$ cat config.mk
export PLATFORM = sky130hd
export DESIGN_NAME = id_alloc_free_arbiter
export DESIGN_NICKNAME = d
export VERILOG_FILES = /design/src/rtl/id_arb_pkg.sv /design/src/rtl/rr_arbiter.sv /design/src/rtl/id_alloc_free_arbiter.sv
export SDC_FILE = /design/constraint.sdc
export NUM_CORES = 1
export LEC_CHECK = 0
export ABC_AREA = 1
export ABC_CLOCK_PERIOD_IN_PS = 1500
export CORE_MARGIN = 5
export CORE_UTILIZATION = 35
export CTS_BUF_LIST = sky130_fd_sc_hd__clkbuf_16
export DETAILED_ROUTE_END_ITERATION = 10
export GPL_TIMING_DRIVEN = 1
export MAX_ROUTING_LAYER = met4
export PLACE_DENSITY_LB_ADDON = 0.12
export REMOVE_ABC_BUFFERS = 1
export SETUP_SLACK_MARGIN = 0.05
export SLEW_MARGIN = 20
export SYNTH_ARGS = -nofsm -noshare
export SYNTH_HDL_FRONTEND = slang
export SYNTH_HIERARCHICAL = 1
export SYNTH_SLANG_ARGS = --single-unit
$ cat constraint.sdc
create_clock -name clk -period 1.5 [get_ports clk]
set_clock_uncertainty 0.1 [all_clocks]
set_input_delay 0.3 -clock clk [delete_from_list [all_inputs] [get_ports clk]]
set_output_delay 0.3 -clock clk [all_outputs]
set_load 0.01 [all_outputs]
$ cat src/rtl/id_arb_pkg.sv
// Shared types and helpers for the ID allocate/free arbiter.
package id_arb_pkg;

    typedef enum logic [1:0] {
        IDLE  = 2'd0,
        ISSUE = 2'd1,
        RESP  = 2'd2
    } state_e;

    typedef enum logic {
        OP_ALLOC = 1'b0,
        OP_FREE  = 1'b1
    } op_e;

    localparam int unsigned PERF_CNT_W = 16;

    // Index width that stays at least one bit for single-entry classes.
    function automatic int unsigned idx_w(input int unsigned n);
        return (n > 1) ? $clog2(n) : 1;
    endfunction

endpackage

$ cat src/rtl/rr_arbiter.sv
// Round-robin arbiter: lowest requesting index at or after the pointer wins.
// The pointer moves past adv_idx only when the caller reports completion via adv.
module rr_arbiter
    import id_arb_pkg::*;
#(
    parameter  int unsigned N  = 2,
    localparam int unsigned IW = idx_w(N)
) (
    input  logic          clk,
    input  logic          rst,
    input  logic [N-1:0]  req,
    input  logic          adv,
    input  logic [IW-1:0] adv_idx,
    output logic [N-1:0]  gnt_onehot,
    output logic [IW-1:0] gnt_idx,
    output logic          any
);

    logic [IW-1:0] r_ptr;
    logic          w_hit;

    always_ff @(posedge clk or posedge rst) begin
        if (rst) begin
            r_ptr <= '0;
        end else if (adv) begin
            r_ptr <= (adv_idx == IW'(N - 1)) ? '0 : adv_idx + 1'b1;
        end
    end

    // First pass covers indices at/after the pointer, second pass wraps around.
    always_comb begin
        gnt_onehot = '0;
        gnt_idx    = '0;
        w_hit      = 1'b0;
        for (int unsigned i = 0; i < N; i++) begin
            if (!w_hit && req[i] && (IW'(i) >= r_ptr)) begin
                w_hit         = 1'b1;
                gnt_onehot[i] = 1'b1;
                gnt_idx       = IW'(i);
            end
        end
        for (int unsigned i = 0; i < N; i++) begin
            if (!w_hit && req[i]) begin
                w_hit         = 1'b1;
                gnt_onehot[i] = 1'b1;
                gnt_idx       = IW'(i);
            end
        end
    end

    assign any = |req;

endmodule

$ cat src/rtl/id_alloc_free_arbiter.sv
// Shares one ID allocate/restore unit between alloc and free requesters, one op per 3 cycles.
// Define ID_ARB_PERF_CNT_EN to add saturating alloc/free/deny performance counters.
module id_alloc_free_arbiter
    import id_arb_pkg::*;
#(
    parameter int unsigned ID_WIDTH       = 4,
    parameter int unsigned NUM_ALLOC      = 2,
    parameter int unsigned NUM_FREE       = 2,
    parameter int unsigned MAX_FREE_BURST = 4,
    parameter int unsigned DENY_HOLDOFF   = 2
) (
    input  logic                          clk,
    input  logic                          rst,
    input  logic [NUM_ALLOC-1:0]          alloc_valid,
    input  logic [NUM_ALLOC*ID_WIDTH-1:0] alloc_orig_id,
    output logic [NUM_ALLOC-1:0]          alloc_done,
    output logic [ID_WIDTH-1:0]           alloc_unique_id,
    input  logic [NUM_FREE-1:0]           free_valid,
    input  logic [NUM_FREE*ID_WIDTH-1:0]  free_unique_id,
    output logic [NUM_FREE-1:0]           free_done,
    output logic [ID_WIDTH-1:0]           free_restored_id,
    output logic                          au_alloc_req,
    output logic [ID_WIDTH-1:0]           au_in_orig_id,
    input  logic                          au_alloc_gnt,
    input  logic [ID_WIDTH-1:0]           au_unique_id,
    input  logic                          au_id_matrix_full,
    output logic                          au_free_req,
    output logic [ID_WIDTH-1:0]           au_unique_id_to_free,
    input  logic [ID_WIDTH-1:0]           au_restored_id,
    output logic                          busy
`ifdef ID_ARB_PERF_CNT_EN
    ,
    output logic [PERF_CNT_W-1:0]         perf_alloc_cnt,
    output logic [PERF_CNT_W-1:0]         perf_free_cnt,
    output logic [PERF_CNT_W-1:0]         perf_deny_cnt
`endif
);

    localparam int unsigned AIW = idx_w(NUM_ALLOC);
    localparam int unsigned FIW = idx_w(NUM_FREE);
    localparam int unsigned IW  = (AIW > FIW) ? AIW : FIW;
    localparam int unsigned BW  = idx_w(MAX_FREE_BURST + 1);
    localparam int unsigned HW  = idx_w(DENY_HOLDOFF + 1);

    state_e              r_state;
    op_e                 r_op;
    logic [IW-1:0]       r_idx;
    logic [ID_WIDTH-1:0] r_id;
    logic [ID_WIDTH-1:0] r_res;
    logic [BW-1:0]       r_burst;
    logic [HW-1:0]       r_holdoff;

    logic [NUM_ALLOC-1:0] w_a_onehot;
    logic [AIW-1:0]       w_a_idx;
    logic                 w_a_any;
    logic [NUM_FREE-1:0]  w_f_onehot;
    logic [FIW-1:0]       w_f_idx;
    logic                 w_f_any;
    logic [ID_WIDTH-1:0]  w_a_id;
    logic [ID_WIDTH-1:0]  w_f_id;

    logic w_alloc_elig;
    logic w_pick_alloc;
    logic w_pick_free;
    logic w_issue_a;
    logic w_issue_f;
    logic w_deny;
    logic w_resp_a;
    logic w_resp_f;

    rr_arbiter #(.N(NUM_ALLOC)) u_alloc_rr (
        .clk        (clk),
        .rst        (rst),
        .req        (alloc_valid),
        .adv        (w_resp_a),
        .adv_idx    (r_idx[AIW-1:0]),
        .gnt_onehot (w_a_onehot),
        .gnt_idx    (w_a_idx),
        .any        (w_a_any)
    );

    rr_arbiter #(.N(NUM_FREE)) u_free_rr (
        .clk        (clk),
        .rst        (rst),
        .req        (free_valid),
        .adv        (w_resp_f),
        .adv_idx    (r_idx[FIW-1:0]),
        .gnt_onehot (w_f_onehot),
        .gnt_idx    (w_f_idx),
        .any        (w_f_any)
    );

    always_comb begin
        w_a_id = '0;
        for (int unsigned i = 0; i < NUM_ALLOC; i++) begin
            if (w_a_onehot[i]) w_a_id = alloc_orig_id[i*ID_WIDTH +: ID_WIDTH];
        end
    end

    always_comb begin
        w_f_id = '0;
        for (int unsigned i = 0; i < NUM_FREE; i++) begin
            if (w_f_onehot[i]) w_f_id = free_unique_id[i*ID_WIDTH +: ID_WIDTH];
        end
    end

    // Free normally wins; a starved alloc wins once the free burst budget is spent.
    assign w_alloc_elig = w_a_any && !au_id_matrix_full && (r_holdoff == '0);
    assign w_pick_alloc = (r_state == IDLE) && w_alloc_elig &&
                          (!w_f_any || (r_burst == BW'(MAX_FREE_BURST)));
    assign w_pick_free  = (r_state == IDLE) && w_f_any && !w_pick_alloc;

    assign w_issue_a = (r_state == ISSUE) && (r_op == OP_ALLOC);
    assign w_issue_f = (r_state == ISSUE) && (r_op == OP_FREE);
    assign w_deny    = w_issue_a && !au_alloc_gnt;
    assign w_resp_a  = (r_state == RESP) && (r_op == OP_ALLOC);
    assign w_resp_f  = (r_state == RESP) && (r_op == OP_FREE);

    always_ff @(posedge clk or posedge rst) begin
        if (rst) begin
            r_state <= IDLE;
            r_op    <= OP_ALLOC;
            r_idx   <= '0;
            r_id    <= '0;
            r_res   <= '0;
        end else begin
            case (r_state)
                IDLE: begin
                    if (w_pick_alloc) begin
                        r_op    <= OP_ALLOC;
                        r_idx   <= IW'(w_a_idx);
                        r_id    <= w_a_id;
                        r_state <= ISSUE;
                    end else if (w_pick_free) begin
                        r_op    <= OP_FREE;
                        r_idx   <= IW'(w_f_idx);
                        r_id    <= w_f_id;
                        r_state <= ISSUE;
                    end
                end
                ISSUE: begin
                    if (w_deny) begin
                        r_state <= IDLE;
                    end else begin
                        r_res   <= (r_op == OP_ALLOC) ? au_unique_id : au_restored_id;
                        r_state <= RESP;
                    end
                end
                RESP:    r_state <= IDLE;
                default: r_state <= IDLE;
            endcase
        end
    end

    always_ff @(posedge clk or posedge rst) begin
        if (rst) begin
            r_burst   <= '0;
            r_holdoff <= '0;
        end else begin
            if (!w_a_any || w_pick_alloc) begin
                r_burst <= '0;
            end else if (w_pick_free && (r_burst != BW'(MAX_FREE_BURST))) begin
                r_burst <= r_burst + 1'b1;
            end

            if (w_deny) begin
                r_holdoff <= HW'(DENY_HOLDOFF);
            end else if (r_holdoff != '0) begin
                r_holdoff <= r_holdoff - 1'b1;
            end
        end
    end

    assign au_alloc_req         = w_issue_a;
    assign au_in_orig_id        = w_issue_a ? r_id : '0;
    assign au_free_req          = w_issue_f;
    assign au_unique_id_to_free = w_issue_f ? r_id : '0;

    always_comb begin
        alloc_done = '0;
        for (int unsigned i = 0; i < NUM_ALLOC; i++) begin
            alloc_done[i] = w_resp_a && (r_idx == IW'(i));
        end
    end

    always_comb begin
        free_done = '0;
        for (int unsigned i = 0; i < NUM_FREE; i++) begin
            free_done[i] = w_resp_f && (r_idx == IW'(i));
        end
    end

    assign alloc_unique_id  = w_resp_a ? r_res : '0;
    assign free_restored_id = w_resp_f ? r_res : '0;
    assign busy             = (r_state != IDLE);

`ifdef ID_ARB_PERF_CNT_EN
    always_ff @(posedge clk or posedge rst) begin
        if (rst) begin
            perf_alloc_cnt <= '0;
            perf_free_cnt  <= '0;
            perf_deny_cnt  <= '0;
        end else begin
            if (w_resp_a && (perf_alloc_cnt != '1)) perf_alloc_cnt <= perf_alloc_cnt + 1'b1;
            if (w_resp_f && (perf_free_cnt != '1))  perf_free_cnt  <= perf_free_cnt + 1'b1;
            if (w_deny && (perf_deny_cnt != '1))    perf_deny_cnt  <= perf_deny_cnt + 1'b1;
        end
    end
`endif

endmodule

# Word-level counts from Yosys, hierarchy flattened
# Cells that the tools add are included.
# word_totals
register_bits	19
inputBits	32
# classes
eq_ne	5
n_addsub	3
order_cmp	4
n_bitwise	3
reduce_logical	50
n_mux	40
# ops
op	count
$mux W4	11
$logic_and A1 B1 Y1	26
$mux W1	21
$logic_not A1 Y1	11
$mux W2	5
$reduce_bool A2 Y1	5
$mux W3	2
$ne A3 B3 Y1 const B	2
$ge A1 B1 Y1 const A	4
$logic_not A2 Y1	2
$pmux W2 S2	1
$reduce_and A2 Y1	2
$reduce_or A2 Y1	2
$add A3 B1 Y3 const B	1
$eq A3 B3 Y1 const B	1
$not A1 Y1	3
$eq A2 B1 Y1 const B	1
$eq A2 B2 Y1 const B	1
$logic_or A1 B1 Y1	2
$sub A2 B1 Y2 const B	1
$add A1 B1 Y1 const B	1

# Logic depth before layout (Yosys ltp)
# Gate-level depths: netlist of the first run.
# logic_depth
ltp_word	16
mapped_depth	9
depth_no_buf	9

# Cells and area by module
# Netlist of the first run, hierarchy kept.
# by_module_without_submodules
module	n_inst	area_per_inst_um2	cells_each
id_alloc_free_arbiter	1	1149.9	168
rr_arbiter	2	73.8	13

# Least setup slack after synthesis of the first run
# No wires, ideal clock.
# synth_timing
path_type	register to output
startpoint	register r_state[1]
endpoint	output port au_unique_id_to_free[0]
stages_incl_launch_ff	6
path_slack_ns	0.001
required_ns	1.100
arrival_time_ns	1.099
path_buffers	0
path_cell_list	dfrtp_1 -> inv_1 -> nand2_1 -> nor2_2 -> inv_1 -> nor2_1
# synth_via
elab_chain_len	3
# synth_rtl
element	line_no	text
from (decl)	id_alloc_free_arbiter.sv:45	state_e r_state;
from (signal assigned)	id_alloc_free_arbiter.sv:121	r_state <= IDLE;
from (signal assigned)	id_alloc_free_arbiter.sv:133	r_state <= ISSUE;
from (signal assigned)	id_alloc_free_arbiter.sv:138	r_state <= ISSUE;
$eq A2 B1 Y1	id_alloc_free_arbiter.sv:114	assign w_issue_f = (r_state == ISSUE) && (r_op == OP_FREE);
$logic_and A1 B1 Y1	id_alloc_free_arbiter.sv:114	
via au_free_req	id_alloc_free_arbiter.sv:27	output logic au_free_req,
$mux W4	id_alloc_free_arbiter.sv:177	assign au_unique_id_to_free = w_issue_f ? r_id : '0;
to (decl)	id_alloc_free_arbiter.sv:28	output logic [ID_WIDTH-1:0] au_unique_id_to_free,
# The timed path passes the listed nets, and every way through them passes these cells.

# Final worst setup path of the first run
# layout_timing
startpoint	register r_state[1]
endpoint	output port free_restored_id[1]
# layout_via
elab_chain_len	3
# layout_rtl
element	line_no	text
$eq A2 B2 Y1	id_alloc_free_arbiter.sv:117	assign w_resp_f = (r_state == RESP) && (r_op == OP_FREE);
$logic_and A1 B1 Y1	id_alloc_free_arbiter.sv:117	
via w_resp_f	id_alloc_free_arbiter.sv:69	logic w_resp_f;
$mux W4	id_alloc_free_arbiter.sv:194	assign free_restored_id = w_resp_f ? r_res : '0;
to (decl)	id_alloc_free_arbiter.sv:21	output logic [ID_WIDTH-1:0] free_restored_id,
# The timed path passes the listed nets, and every way through them passes these cells.

==> results of run 1 <==
logic make-up (layout without fill, tap and decap cells):
| group | Yosys count | count (layout) |
|---|---|---|
| simple gates | 110 | 110 |
| buf+inv | 40 | 136 |
| compound gates | 19 | 19 |
| flops | 19 | 19 |
| fa+ha+maj | 3 | 3 |
| xor+xnor | 3 | 3 |
power by group through the flow:
stage / Combinational [mW] / Clock (mW) / Sequential, mW
final: 2.04 / 0.539 / 0.893
after CTS: 1.88 / 0.548 / 0.892
after global placement: 1.64 / 0 / 0.873
after floorplan: 0.901 / 0 / 0.876
after detailed placement: 1.66 / 0 / 0.879
after global routing: 2.27 / 0.564 / 0.927
worst max-delay path, delay by kind of cell, from the launching register on:
kind	cells	cell delay, ns
buffers and inverters	4	0.44
DFF	1	0.36
and+or+nand+nor	2	0.25
what timing repair did:
| item | in CTS | in global routing |
|---|---|---|
| setup buffers | 8 | 6 |
| gates resized for setup | 146 | 19 |
| pin swaps | 16 | 14 |
| endpoints found under the setup margin | 33 | 36 |
metrics by stage:
stage	instances	instance area, um2	total power [mW]
floorplan	193	1286	1.777
global placement	321	2082	2.512
CTS	333	2283	3.318
detailed placement	321	2082	2.535
finish	338	2375	3.476
global route	338	2375	3.763
state kept, by name, indices dropped and copies added, names as in the netlist:
register,cells
r_burst,3
r_res,4
r_id,4
u_free_rr/r_ptr,1
r_op,1
r_state,2
r_idx,1
r_holdoff,2
u_alloc_rr/r_ptr,1
per-layer routing:
metal / vias up / part of all wire [%] / GRT usage, %
met4: 0 / 0.86 / 5.010
met1: 676 / 39 / 17.06
met5: - / 0 / -
met2: 32 / 56 / 31.20
met3: 2 / 4.0 / 1.989
li1: 786 / - / -
path summary, 6_finish.rpt:
kind	startpoint	endpoint	slack [ns]	depth (start not counted)
setup / recovery	r_state[1]	free_restored_id[1]	-0.20	6
hold reg to reg	r_holdoff[1]	r_holdoff[1]	0.41	2
hold / removal	rst	u_alloc_rr/r_ptr	0.15	2
min in group clk	r_holdoff[1]	r_holdoff[1]	0.41	2
max in group asynchronous	rst	r_state[0]	0.74	3
setup reg to reg	r_state[1]	r_res[3]	-0.09	9
synthesized netlist by cell type:
master    number
nor3_1         1
nand3_4        1
o22ai_1        1
dfrtp_1       19
xor2_1         3
nor2_2         2
nor2_4         4
nand4_1        1
buf_6          1
inv_2          3
o221ai_1       1
nor2_1        26
nand3_1       17
a21oi_1       13
nand2_1       54
nand2_2        3
nor3_2         1
o21ai_0        3
ha_1           3
inv_1         36
o21ai_1        1
cell type report:
cell class	count	share of cell area (%)
clock buffer	3	3.161
clock inverter	1	0.1581
inverter	39	6.270
multi-input combinational	135	34.98
sequential	19	20.07
tap	48	2.529
timing repair buffer	93	32.82
==> results.toml, run 1 <==
[clock_tree]
root_buffer = "clkbuf_16"
ctsHoldBuffers = 0
cts_buffers = 3
path_clk_slew_ns = 0.05
clkLatencyLatePin_ns = 0.25
clockBufferDepth = 2
cts_tree = "yes"
cts-htree-levels = 1
numClockSinks = 19

[drt]
drc = 0
routed_wl_um = 3948
wl_per_cell_um = 11.68
vias = 1496
initialDrtViolationCount = 40
ant_nets = 0
viasPerCell = 4.426
drt-pass1-iter-count = 4

[synth]
synth-warning-count = 6
avgSynthCellArea_um2 = 6.688
netlist_area_um2 = 1297
yosys.area.top_type_share_pct = 36.64
syn_inst = 194
yosysUniqueCellTypes = 21
synthAdderAreaFrac_pct = 2.893
synth_compound_area_share_pct = 7.715
ys_seq_elements = 19
yosys.area.top_type = "dfrtp_1"
synth-xor-area-share_pct = 2.025
ys_top_cells_by_area = "dfrtp_1 (37%), nand2_1 (16%), inv_1 (10%)"
synthMuxAreaShare_pct = 0
yosys.area_share.simple_pct = 38.57
ys_seq_area_share_pct = 36.64
synth_top_family_by_area = "simple AND/OR/NAND/NOR gates"

[timing]
hold_ws_ns = 0.1507
tightest_slew_ns = 0.2411
finalSetupViolCount = 32
finalCritPeriodShare_pct = 113.3
fin_tns_setup_ns = -3.813
worst_slack_ns = -0.2001
max-slew-margin-rel_pct = 83.93
hold_viol_final = 0
rsz0062_at_grt = "yes"
final_max_slew_viol_count = 0
max_clock_freq_mhz = 588.2
period_needed_ns = 1.700

[critical_path]
critPathLaunchType = "flop"
worst-path-max-fanout = 6
critPathCaptureType = "primary output"
crit_type = "flop to primary output"
slowest_stage = "dfrtp_1"
slowest_delay_ns = 0.36
crit_chain = "inv_2, buf_6, nor3_4, inv_2, nor2_1, buf_2"
arrival_ns = 1.30
cp.required_ns = 1.10
cp_common_cell = "inv_2"

[final_layout]
diodes = 0
fin_nets = 326
multi_input_area_um2 = 830.8
final_common_cell = "nand2_1"
fillers = 343
fin_util_pct = 65.36
final_cell_mix = "nand2_1 (41), inv_1 (30), clkdlybuf4s50_1 (30)"
seq_area_um2 = 476.7
area_growth_pct = 83.03
layout-drive-gt1-share_pct = 41.03

[floorplanning]
rows = 22
initial_utilization_pct = 35.71
dieArea_um2 = 5025
core_area_um2 = 3633
die_width_um = 70.89
pin_count = 55
fp.dieH_um = 70.89

[run]
maxCapViolations = 0

[placement]
dp.final_hpwl_um = 2760
pre_cts_ws_ns = -0.3601
gp_congestion = 0.8217
numPortBuffers = 54

[grt]
antenna_found_initial = 0
gr-usage-all-layers_pct = 16.26
grt_pass1_wl_um = 6444
grt_overflow_total = 0
grt_pass1_vias = 1555
grt_max_degree = 18

[status]
violations = "setup timing"
status = "complete, but fails checks"

[power]
p_int_mw = 2.080
swShare_pct = 40.15
leakage_nw = 1.289
seq_power_share_pct = 25.7
peakVddDrop_uv = 637.9
power_frac_comb_pct = 58.8
p_switching_mw = 1.396
p_clk_share_pct = 15.5
pwr_density_cell_nw_per_um2 = 1464

[hold_path]
hold_class = "primary input to async pin"
(Power assumes the default switching activity.)
==> run 2, diff against run 1 <==
- CORE_MARGIN: 5 -> unset
==> run 2 against run 1 <==
  * The run still ends with setup timing left
  * Fmax decreased by 2.1%
  * Sequential share of layout area shrank 0.074 points
  * Highest routed layer unchanged
  * Sequential power hardly changed
  * Combinational power rose by 9%
  * Hold slack got worse by 0.0045 ns
==> results.toml, run 2 (synthesis gave the netlist of run 1 again) <==
[status]
status = "complete, but fails checks"
violations = "setup timing"

[critical_path]
worst-path-max-fanout = 6
crit_type = "flop to primary output"
critPathCaptureType = "primary output"
critPathLaunchType = "flop"
cp.required_ns = 1.10
arrival_ns = 1.34

[grt]
grt_max_degree = 18
grt_pass1_vias = 1448
gr-usage-all-layers_pct = 20.11
antenna_found_initial = 0
grt_pass1_wl_um = 6210
grt_overflow_total = 0

[timing]
max_clock_freq_mhz = 575.9
hold_ws_ns = 0.1462
worst_slack_ns = -0.2363
period_needed_ns = 1.736
tightest_slew_ns = 0.3060
finalCritPeriodShare_pct = 115.8
fin_tns_setup_ns = -4.875
max-slew-margin-rel_pct = 79.60
finalSetupViolCount = 36
final_max_slew_viol_count = 0
hold_viol_final = 0
rsz0062_at_grt = "yes"

[final_layout]
stdcell_area_um2 = 2384
layout-drive-gt1-share_pct = 40.14
diodes = 0
multi_input_area_um2 = 812.0
fin_nets = 330
top_regs = "r_id (4), r_res (4), r_burst (3)"
layout.cells.non_filler = 340
fillers = 284
area_growth_pct = 83.70
final_common_cell = "nand2_1"
final_cell_mix = "nand2_1 (47), clkdlybuf4s50_1 (29), inv_1 (28), buf_4 (28), buf_2 (20)"
seq_area_um2 = 476.7

[clock_tree]
cts-htree-levels = 1
path_clk_slew_ns = 0.06
root_buffer = "clkbuf_16"
clockBufferDepth = 2
ctsHoldBuffers = 0
clkLatencyLatePin_ns = 0.25
cts_buffers = 3
cts_tree = "yes"
numClockSinks = 19

[floorplanning]
core_area_um2 = 3442
initial_utilization_pct = 37.70
rows = 21
die_width_um = 62.89
fp.dieH_um = 62.89
dieArea_um2 = 3955
pin_count = 55

[hold_path]
hold_class = "primary input to async pin"

[placement]
numPortBuffers = 54
gp_congestion = 0.7525
placed_area_um2 = 2079
dp.final_hpwl_um = 2583
placedCellCount = 319

[power]
pwr_density_cell_nw_per_um2 = 1540
power_mw = 3.670
peakVddDrop_uv = 657.4
leakage_nw = 1.258

[run]
maxCapViolations = 0

[drt]
initialDrtViolationCount = 88
drt-pass1-iter-count = 4
viasPerCell = 4.506
ant_nets = 0
drc = 0
routed_wl_um = 3912
wl_per_cell_um = 11.51
vias = 1532
-- run 2: through the flow --
stage               util [%]  worst slack, ns
finish                 69.25          -0.2363
floorplan                  -         0.001062
global placement       60.41          -0.3167
detailed placement     60.41          -0.3489
CTS                    65.25          -0.1991
global route           69.25          -0.3232
-- run 2: report_power, final --
| group | switching (mW) | internal [mW] | leakage, nW |
|---|---|---|---|
| clock network | 0.194 | 0.355 | 0.0423 |
| registers | 0.155 | 0.742 | 0.233 |
| logic | 1.12 | 1.10 | 0.983 |
-- run 2: final cells by class --
type / instances / share of cell area, %
Inverter: 39 / 6.247
Clock inverter: 1 / 0.1575
Timing Repair Buffer: 96 / 33.96
Clock buffer: 3 / 3.150
Multi-Input combinational cell: 136 / 34.07
Sequential cell: 19 / 20.00
Tap cell: 46 / 2.415
-- run 2: final timing paths --
path / start / endpoint / slack (ns) / cells past startpoint
setup reg to reg: r_state[0] / r_id[2] / -0.08 / 8
min in group clk: r_holdoff[1] / r_holdoff[1] / 0.41 / 2
hold / removal: rst / u_alloc_rr/r_ptr / 0.15 / 2
setup / recovery: r_state[1] / free_done[0] / -0.24 / 6
hold reg to reg: r_holdoff[1] / r_holdoff[1] / 0.41 / 2
max in group asynchronous: rst / r_state[0] / 0.74 / 3
-- run 2: metal layers --
layer	GRT usage, %	part of all wire, %
met1	24.38	45
met2	34.95	51
met5	-	0
met4	4.360	0.79
met3	2.920	3.3
-- run 2: timing repair --
action,4_1_cts,5_1_grt
resized for setup,132,29
hold endpoints to repair,0,0
setup endpoints to repair,31,38
gates cloned,0,1
setup buffers,11,5
pin swaps,11,15
-- run 2: critical path, stage by stage, from the launching register on --
cell     delay [ns]
dfrtp_1        0.36
inv_2          0.06
buf_6          0.12
nor3_4         0.21
inv_2          0.11
nor2_1         0.10
buf_2          0.13
==> run 3, diff against run 2 <==
- ABC_CLOCK_PERIOD_IN_PS: 1500 -> unset
==> results of run 3 <==
No change in the layout: final DEF, timing and power equal those of run 2.
